===== config.mk =====
export PLATFORM = sky130hd
export DESIGN_NAME = vga_frota_escalonador
export DESIGN_NICKNAME = d
export VERILOG_FILES = /design/src/rtl/vga_frota_escalonador.sv
export SDC_FILE = /design/constraint.sdc
export NUM_CORES = 1
export LEC_CHECK = 0
export CAP_MARGIN = 15
export CELL_PAD_IN_SITES_DETAIL_PLACEMENT = 1
export CELL_PAD_IN_SITES_GLOBAL_PLACEMENT = 2
export CORE_ASPECT_RATIO = 1.4
export CORE_MARGIN = 5
export CORE_UTILIZATION = 31
export CTS_CLUSTER_DIAMETER = 50
export DETAILED_ROUTE_END_ITERATION = 16
export PLACE_DENSITY_LB_ADDON = 0.1
export REMOVE_ABC_BUFFERS = 1
export SLEW_MARGIN = 25
export SYNTH_ARGS = -nofsm -noshare
export SYNTH_HDL_FRONTEND = slang
export SYNTH_SLANG_ARGS = --single-unit

===== constraint.sdc =====
create_clock -name clk -period 3.6 [get_ports clk]
set_clock_uncertainty 0.05 [all_clocks]
set_input_delay 0.54 -clock clk [delete_from_list [all_inputs] [get_ports clk]]
set_output_delay 0.54 -clock clk [all_outputs]
set_load 0.05 [all_outputs]

===== src/rtl/vga_frota_escalonador.sv =====
// Fleet position scheduler: fetches one 64-bit vector per ship during vertical
// blanking into a shadow bank, commits the bank atomically, and merges the
// per-ship colour channels into a registered RGB with ship 0 on top.
module vga_frota_escalonador #(
   parameter int unsigned N_NAVIOS  = 5,
   parameter int unsigned LINHA_FIM = 480,
   parameter int unsigned TIMEOUT   = 64
) (
   input  logic                   clk,
   input  logic                   rst,
   input  logic [9:0]             linha,
   input  logic [9:0]             coluna,
   input  logic                   areaAtiva,
   output logic                   req_valid,
   output logic [2:0]             req_navio,
   input  logic                   resp_valid,
   input  logic [63:0]            resp_posicoes,
   output logic [64*N_NAVIOS-1:0] posicoesFrota,
   input  logic [3*N_NAVIOS-1:0]  rgb_in,
   output logic                   rgb_r,
   output logic                   rgb_g,
   output logic                   rgb_b,
   output logic                   frame_ok,
   output logic                   erro
);

   localparam int unsigned CW = $clog2(TIMEOUT) + 1;
   localparam logic [CW-1:0] CntLast = CW'(TIMEOUT - 1);
   localparam logic [2:0]    IdxLast = 3'(N_NAVIOS - 1);
   localparam logic [9:0]    LinhaFim = 10'(LINHA_FIM);

   typedef enum logic [2:0] {StIdle, StReq, StWait, StProx, StCommit, StAbort} state_e;

   state_e                 state_q, state_d;
   logic [2:0]             idx_q, idx_d;
   logic [CW-1:0]          cnt_q, cnt_d, cnt_inc;
   logic [64*N_NAVIOS-1:0] shadow_q, shadow_d;
   logic [64*N_NAVIOS-1:0] frota_q, frota_d;
   logic                   frame_ok_q, frame_ok_d;
   logic                   erro_q, erro_d;
   logic [2:0]             rgb_q, rgb_merge;
   logic                   tick, abortar;

   assign tick    = (linha == LinhaFim) && (coluna == 10'd0);
   // Active video or a wrapped frame means the fetch window is gone.
   assign abortar = areaAtiva || (linha == 10'd0);
   assign cnt_inc = (cnt_q == '1) ? cnt_q : cnt_q + 1'b1;

   // Next-state logic: fetch sequencing, shadow capture and commit.
   always_comb begin
      state_d    = state_q;
      idx_d      = idx_q;
      cnt_d      = cnt_q;
      shadow_d   = shadow_q;
      frota_d    = frota_q;
      frame_ok_d = 1'b0;
      erro_d     = erro_q;
      req_valid  = 1'b0;
      unique case (state_q)
         StIdle: begin
            if (tick) begin
               idx_d   = 3'd0;
               state_d = StReq;
            end
         end
         StReq: begin
            req_valid = 1'b1;
            cnt_d     = '0;
            state_d   = abortar ? StAbort : StWait;
         end
         StWait: begin
            if (abortar) begin
               state_d = StAbort;
            end else if (resp_valid) begin
               shadow_d[64*idx_q +: 64] = resp_posicoes;
               state_d = StProx;
            end else if (cnt_inc == CntLast) begin
               // No answer: carry the committed vector forward so the commit stays whole.
               shadow_d[64*idx_q +: 64] = frota_q[64*idx_q +: 64];
               erro_d  = 1'b1;
               state_d = StProx;
            end else begin
               cnt_d = cnt_inc;
            end
         end
         StProx: begin
            if (abortar) begin
               state_d = StAbort;
            end else if (idx_q == IdxLast) begin
               state_d = StCommit;
            end else begin
               idx_d   = idx_q + 3'd1;
               state_d = StReq;
            end
         end
         StCommit: begin
            frota_d    = shadow_q;
            frame_ok_d = 1'b1;
            state_d    = StIdle;
         end
         StAbort: begin
            erro_d  = 1'b1;
            state_d = StIdle;
         end
         default: state_d = StIdle;
      endcase
   end

   // Scheduler state registers with synchronous reset.
   always_ff @(posedge clk) begin
      if (rst) begin
         state_q    <= StIdle;
         idx_q      <= 3'd0;
         cnt_q      <= '0;
         shadow_q   <= '0;
         frota_q    <= '0;
         frame_ok_q <= 1'b0;
         erro_q     <= 1'b0;
      end else begin
         state_q    <= state_d;
         idx_q      <= idx_d;
         cnt_q      <= cnt_d;
         shadow_q   <= shadow_d;
         frota_q    <= frota_d;
         frame_ok_q <= frame_ok_d;
         erro_q     <= erro_d;
      end
   end

   // Priority merge: scan from the highest index so ship 0 wins last.
   always_comb begin
      rgb_merge = 3'b000;
      for (int i = int'(N_NAVIOS) - 1; i >= 0; i--) begin
         if (rgb_in[3*i +: 3] != 3'b000) rgb_merge = rgb_in[3*i +: 3];
      end
   end

   // Registered colour output, blanked outside the active area.
   always_ff @(posedge clk) begin
      if (rst || !areaAtiva) rgb_q <= 3'b000;
      else                   rgb_q <= rgb_merge;
   end

   assign req_navio     = idx_q;
   assign posicoesFrota = frota_q;
   assign frame_ok      = frame_ok_q;
   assign erro          = erro_q;
   assign rgb_r         = rgb_q[2];
   assign rgb_g         = rgb_q[1];
   assign rgb_b         = rgb_q[0];

endmodule


==> run_results.csv, run 1 <==
group,metric,value,unit
clock_network,post_cts_buffers,0,
floorplan,die_y,352,um
floorplan,core_area,82900,um2
sta,hold_ws,0.223,ns
setup_path,r2r_cells,8,
sta,slew-limit-headroom,0.451,
global_routing,grt_pass1_wl,152,mm
routing,via_per_inst,5.19,
placed_design,place.gp.congestion,0.776,
clock_network,cts_resized,0,
global_routing,grtUsageMet1,0.281,
yosys,synthArstFlopShare,0,
clock_network,clk_pin_slew,0.06,ns
yosys,synth-edff-count,0,
floorplan,fp.dieArea,89300,um2
yosys,synth_flop_cell,"dfxtp_1",
layout,seq_area,13200,um2
pwr,p_comb_frac,0.027,
yosys,synth_cell_type_count,54,
clock_network,cts.path.max_buffers,3,
yosys,synth_top_area_frac,0.510,
yosys,synth_area_leader_cell,"dfxtp_1",
clock_network,insertion_delay,0.61,ns
global_routing,grt_pass1_vias,24700,
sta,finalCriticalPeriod,3.15,ns
global_routing,grt.total_usage,0.216,
floorplan,die_w,254,um
placed_design,dp_hpwl,64.9,mm
global_routing,use_met2,0.375,
yosys,ys_seq_elements,658,
setup_path,cp_slowest_cell,"clkdlybuf4s50_1",
layout,drive_gt1_frac,0.0781,
yosys,synth_area_leaders,"dfxtp_1 (51%), nand2_1 (14%), a21oi_1 (7.7%)",
routing,drt-total-wl,99.8,mm
sta,worstMarginPinSlew,0.824,ns
clock_network,htree_levels,3,
setup_path,start_kind,"flip-flop",
routing,num_vias,23600,
routing,drcViolationCount,0,
yosys,synth-seq-area-share,0.510,
yosys,yosysWarnings,0,
pwr,switching_share,0.222,
clock_network,holdBufCountCts,0,
routing,dr.pass1.iters,5,
setup_path,worstPathCellList,"inv_1 > nor3_1 > clkdlybuf4s50_1",
floorplan,initial_core_util,0.312,
floorplan,boundaryPins,432,
pwr,seq_power_share,0.475,
sta,post-route-period-util,0.874,
pwr,p_leak,10.7,nW
min_path,worstHoldPathCells,2,
placed_design,numPortBuffers,431,
global_routing,grt_antenna_before_repair,2,
routing,antenna_left,0,
layout,fin_cells,4554,
clock_network,cts_tree,"done",
pwr,vdd.ir_drop.worst,0.000326,V
setup_path,crit_path_max_fanout,10,
sta,finalHoldViolations,0,
layout,n_fill_cell,9658,
layout,area_delta_synth_final,30.2,%
flow_run,maxCapViolCount,0,
routing,drtIter0Drc,1140,
sta,grt_setup_unrepaired,"false",
global_routing,gr-total-overflow,0,
global_routing,busiest_layer,"met2",
placed_design,pre_cts_slack,0.353,ns
run_status,status,"finished clean",
clock_network,clockRootBuffer,"clkbuf_16",
min_path,hold_class,"in2reg",
setup_path,crit_type,"reg2out",
setup_path,end_kind,"primary output",
pwr,p_int,11.9,mW
sta,worst_slack,0.453,ns
layout,multiInputGateArea,11500,um2
pwr,clock_power_share,0.498,
clock_network,clock-sinks,658,
clock_network,cts_buffers,74,
setup_path,worstPathRequired,3.01,ns
global_routing,met3_usage,0.0327,
layout,nNetsFinal,3524,
global_routing,grt_max_degree,164,
sta,finalSetupViolCount,0,
pwr,p_switching,3.41,mW
yosys,synth_cells,3125,
sta,fmax,0.318,GHz
yosys,synthesis.area_per_instance,8.27,um2
floorplan,num_rows,125,
setup_path,cp.arrival,2.56,ns
routing,wl_per_cell,21.9,um
yosys,syn_area,25800,um2
setup_path,cp_slowest_stage_delay,0.90,ns
pwr,power_density,456,nW/um2
sta,slew_violations,0,
placed_design,placedCellCount,4419,
[sequential cells by signal (all words and copies together) (netlist names)]
| register | count |
|---|---|
| posicoesFrota | 320 |
| shadow_q | 320 |
| cnt_q | 7 |
| req_navio | 3 |
| rgb_q | 3 |
| state_q | 3 |
| erro | 1 |
| frame_ok | 1 |
[critical path: cells and delay by family, from the launching register on]
kind | cells | cell delay, ns
buffers and inverters | 2 | 1.01
DFF | 1 | 0.52
and+or+nand+nor | 1 | 0.42
[cell type report]
type	count	area share
antenna	3	0.000223
clock buffer	110	0.0661
clock inverter	22	0.00647
inverter	11	0.00152
multi-input combinational	2185	0.342
sequential	658	0.392
tap	1079	0.0401
timing repair buffer	486	0.152
[worst paths after layout]
kind	from	end	slack, ns
min	rst	posicoesFrota[246]	0.22
max reg2reg	cnt_q[0]	shadow_q[24]	0.55
min reg2reg	shadow_q[138]	posicoesFrota[138]	0.40
max	state_q[0]	req_valid	0.45
[cell usage after synthesis (2+ instances only)]
library cell  number
a211oi_1           4
a21o_1             4
a21oi_1          396
a22oi_1           64
a31oi_1            2
and2_1             2
and3_1             3
buf_1             15
buf_2             39
buf_4             13
buf_6             12
clkbuf_1         192
dfxtp_1          658
ha_1               5
inv_1             11
mux2i_1           26
mux4_2            64
nand2_1          975
nand2b_1           4
nand3_1          224
nand3_2           12
nand4_1            4
nor2_1            39
nor3_1            10
nor4_1             7
o211ai_1           3
o211ai_2           2
o21a_1             3
o21ai_0          282
o21ai_1           18
o21ai_2            6
or3_1              2
xnor2_1            3
[power groups by stage]
stage	Combinational, mW	Clock, mW	Sequential (mW)
6_report	0.419	7.64	7.28
5_1_grt	0.452	8.15	7.28
4_1_cts	0.428	7.87	7.28
3_5_place_dp	0.426	0	7.44
3_3_place_gp	0.424	0	7.44
2_1_floorplan	0.0933	0	7.45
[cells in the final DEF, fill, tap and decap left out, drive strengths merged, types with 2 or more instances in the layout]
cell type	n
ha	5
and2	2
o21ai	306
nor2	39
dfxtp	658
nand2b	4
mux2i	26
bufinv	3
nand2	975
a211oi	4
and3	3
nand3	236
buf	57
nor3	11
o21a	3
or4	2
xnor2	3
clkdlybuf4s50	429
diode	3
clkinv	11
a21o	4
clkbuf	110
inv	15
or3	2
clkinvlp	4
nor4	7
nand4	4
a22oi	64
a31oi	2
o211ai	5
mux4	64
a21oi	396
[logic make-up after synthesis]
logic type	share of synthesized area
and+or+nand+nor	0.207
AOI/OAI and AO/OA	0.166
DFF	0.510
buffers and inverters	0.0482
muxes	0.0659
adders and majority gates	0.00242
xor gates and xnor gates	0.00102
[per-stage QoR]
step                      setup TNS (ns)  cell area, um2   util  power, mW
after floorplan                 -2139.06           24600      -       7.54
after CTS                              0           33600  0.406       15.6
after global placement                 0           31200  0.376       7.87
final                                  0           33600  0.406       15.3
after global routing                   0           33600  0.406       15.9
after detailed placement               0           31200  0.376       7.87
[per-layer routing]
layer	vias up	part of all wire
li1	11200	-
met1	11800	0.44
met4	0	0.024
met3	122	0.045
met5	-	0
met2	519	0.49
Power figures use the tool's default switching activity.
==> run 2, diff against run 1 <==
SETUP_SLACK_MARGIN = 0.4   (was unset)
==> run 2 against run 1 <==
Setup slack gained 0.17 ns. Critical path depth shrank 1. Flip-flop and latch count is the same. Sequential share of layout area is essentially flat. Fmax grew 5.7%. Clock power is essentially flat. Global-route usage is the same. Power is essentially flat. Largest cell class unchanged.
==> run_results.csv, run 2 (same netlist as run 1, synthesis figures left out) <==
group,metric,value,unit
floorplan,die_w,254,um
floorplan,num_rows,125,
routing,wl_per_cell,21.9,um
pwr,design_power_total,15.3,mW
run_status,status,"finished clean",
setup_path,crit_path_max_fanout,68,
routing,antenna_left,0,
sta,hold_ws,0.223,ns
setup_path,worst_r2r_endpoint,"shadow_q[240]",
min_path,min-delay-start,"rst",
clock_network,cts.path.max_buffers,3,
sta,slew_violations,0,
clock_network,cts_buffers,74,
setup_path,cp.arrival,2.39,ns
layout,drive_gt1_frac,0.0783,
sta,finalSetupViolCount,0,
layout,fin_cells,4554,
pwr,p_leak,10.8,nW
sta,post-route-period-util,0.827,
placed_design,dp_hpwl,64.9,mm
min_path,worstHoldPathCells,2,
setup_path,reg2reg_from,"cnt_q[0]",
sta,slew-limit-headroom,0.450,
routing,via_per_inst,5.19,
global_routing,grt_antenna_before_repair,2,
clock_network,clockRootBuffer,"clkbuf_16",
setup_path,crit_type,"reg2out",
floorplan,fp.dieArea,89300,um2
setup_path,r2r_cells,9,
floorplan,initial_core_util,0.312,
placed_design,numPortBuffers,431,
global_routing,grt_max_degree,164,
placed_design,place.gp.congestion,0.776,
global_routing,grt_pass1_vias,24700,
layout,n_fill_cell,9654,
layout,nNetsFinal,3524,
clock_network,htree_levels,3,
min_path,whs_endpoint,"posicoesFrota[246]",
sta,fin_setup_tns,0,ns
sta,worstMarginPinSlew,0.824,ns
floorplan,die_y,352,um
global_routing,grt_pass1_wl,152,mm
layout,area_delta_synth_final,30.2,%
layout,multiInputGateArea,11500,um2
routing,drt-total-wl,99.8,mm
routing,num_vias,23600,
global_routing,grt.total_usage,0.216,
min_path,hold_class,"in2reg",
setup_path,worstPathRequired,3.01,ns
setup_path,start_kind,"flip-flop",
pwr,power_density,456,nW/um2
placed_design,placedCellCount,4419,
clock_network,holdBufCountCts,0,
setup_path,reg2reg_slack,0.74,ns
sta,fmax,0.336,GHz
floorplan,core_area,82900,um2
clock_network,insertion_delay,0.61,ns
pwr,vdd.ir_drop.worst,0.000327,V
flow_run,maxCapViolCount,0,
clock_network,clock-sinks,658,
layout,final_common_cell,"nand2_1",
sta,grt_setup_unrepaired,"false",
sta,finalCriticalPeriod,2.98,ns
setup_path,end_kind,"primary output",
clock_network,clk_pin_slew,0.06,ns
routing,drcViolationCount,0,
floorplan,boundaryPins,432,
routing,drtIter0Drc,1141,
clock_network,cts_tree,"done",
layout,final_cell_mix,"nand2_1 (974), dfxtp_1 (656), clkdlybuf4s50_1 (427)",
layout,seq_area,13200,um2
global_routing,gr-total-overflow,0,
sta,finalHoldViolations,0,
routing,dr.pass1.iters,5,
==> run 2: changes by cell type in the layout (fill, tap and decap cells not counted), sizes merged <==
cell,previous run,this run
clkdlybuf4s50,429,427
dlygate4sd2,0,1
dlymetal6s2s,0,1
==> run 2: power by group <==
group	internal [mW]	switching, mW	total [mW]
Combinational	0.147	0.273	0.419
Sequential	7.28	0.000421	7.28
Clock	4.50	3.14	7.64
Total	11.9	3.41	15.3
==> run 2: per-stage QoR <==
stage | area [um2] | util | setup WS, ns
finish | 33600 | 0.406 | 0.624
detailed placement | 31200 | 0.376 | 0.353
floorplan | 24600 | - | -4.49
global placement | 31200 | 0.376 | 0.369
CTS | 33600 | 0.406 | 0.414
global route | 33600 | 0.406 | 0.553
==> run 2: worst max path at each step <==
stage                       startpoint             to  slack (ns)
after floorplan           req_navio[0]  shadow_q[175]       -4.49
after global routing      req_navio[0]   shadow_q[50]        0.55
after detailed placement      linha[5]  shadow_q[240]        0.35
after global placement        linha[3]  shadow_q[146]        0.37
after CTS                   state_q[0]      req_valid        0.41
final                     req_navio[1]   req_navio[1]        0.62
==> run 2: repair_timing <==
item | CTS | global route
resized for setup | 1 | 2
buffers inserted | 0 | 0
setup endpoints to repair | 1 | 29
cloned | 0 | 0
==> run 2: per-layer routing <==
metal  vias to the layer above  GRT usage  wire [um]  share of wire
li1                      11200          -          -              -
met1                     11800      0.281      44000           0.44
met2                       517      0.375      48900           0.49
met3                       122     0.0327       4530          0.045
met4                         0     0.0590       2360          0.024
met5                         -          0          0              0
==> run 2: final cells by class <==
class | instances | area share
Sequential cell | 658 | 0.392
Clock inverter | 22 | 0.00647
Clock buffer | 110 | 0.0661
Timing Repair Buffer | 486 | 0.152
Inverter | 11 | 0.00152
Antenna cell | 3 | 0.000223
Multi-Input combinational cell | 2185 | 0.342
Tap cell | 1079 | 0.0401
==> run 2: critical path, stage by stage (launching register included) <==
cell and delay [ns]:
dfxtp_4 0.36, buf_12 0.42, clkdlybuf4s50_1 0.92
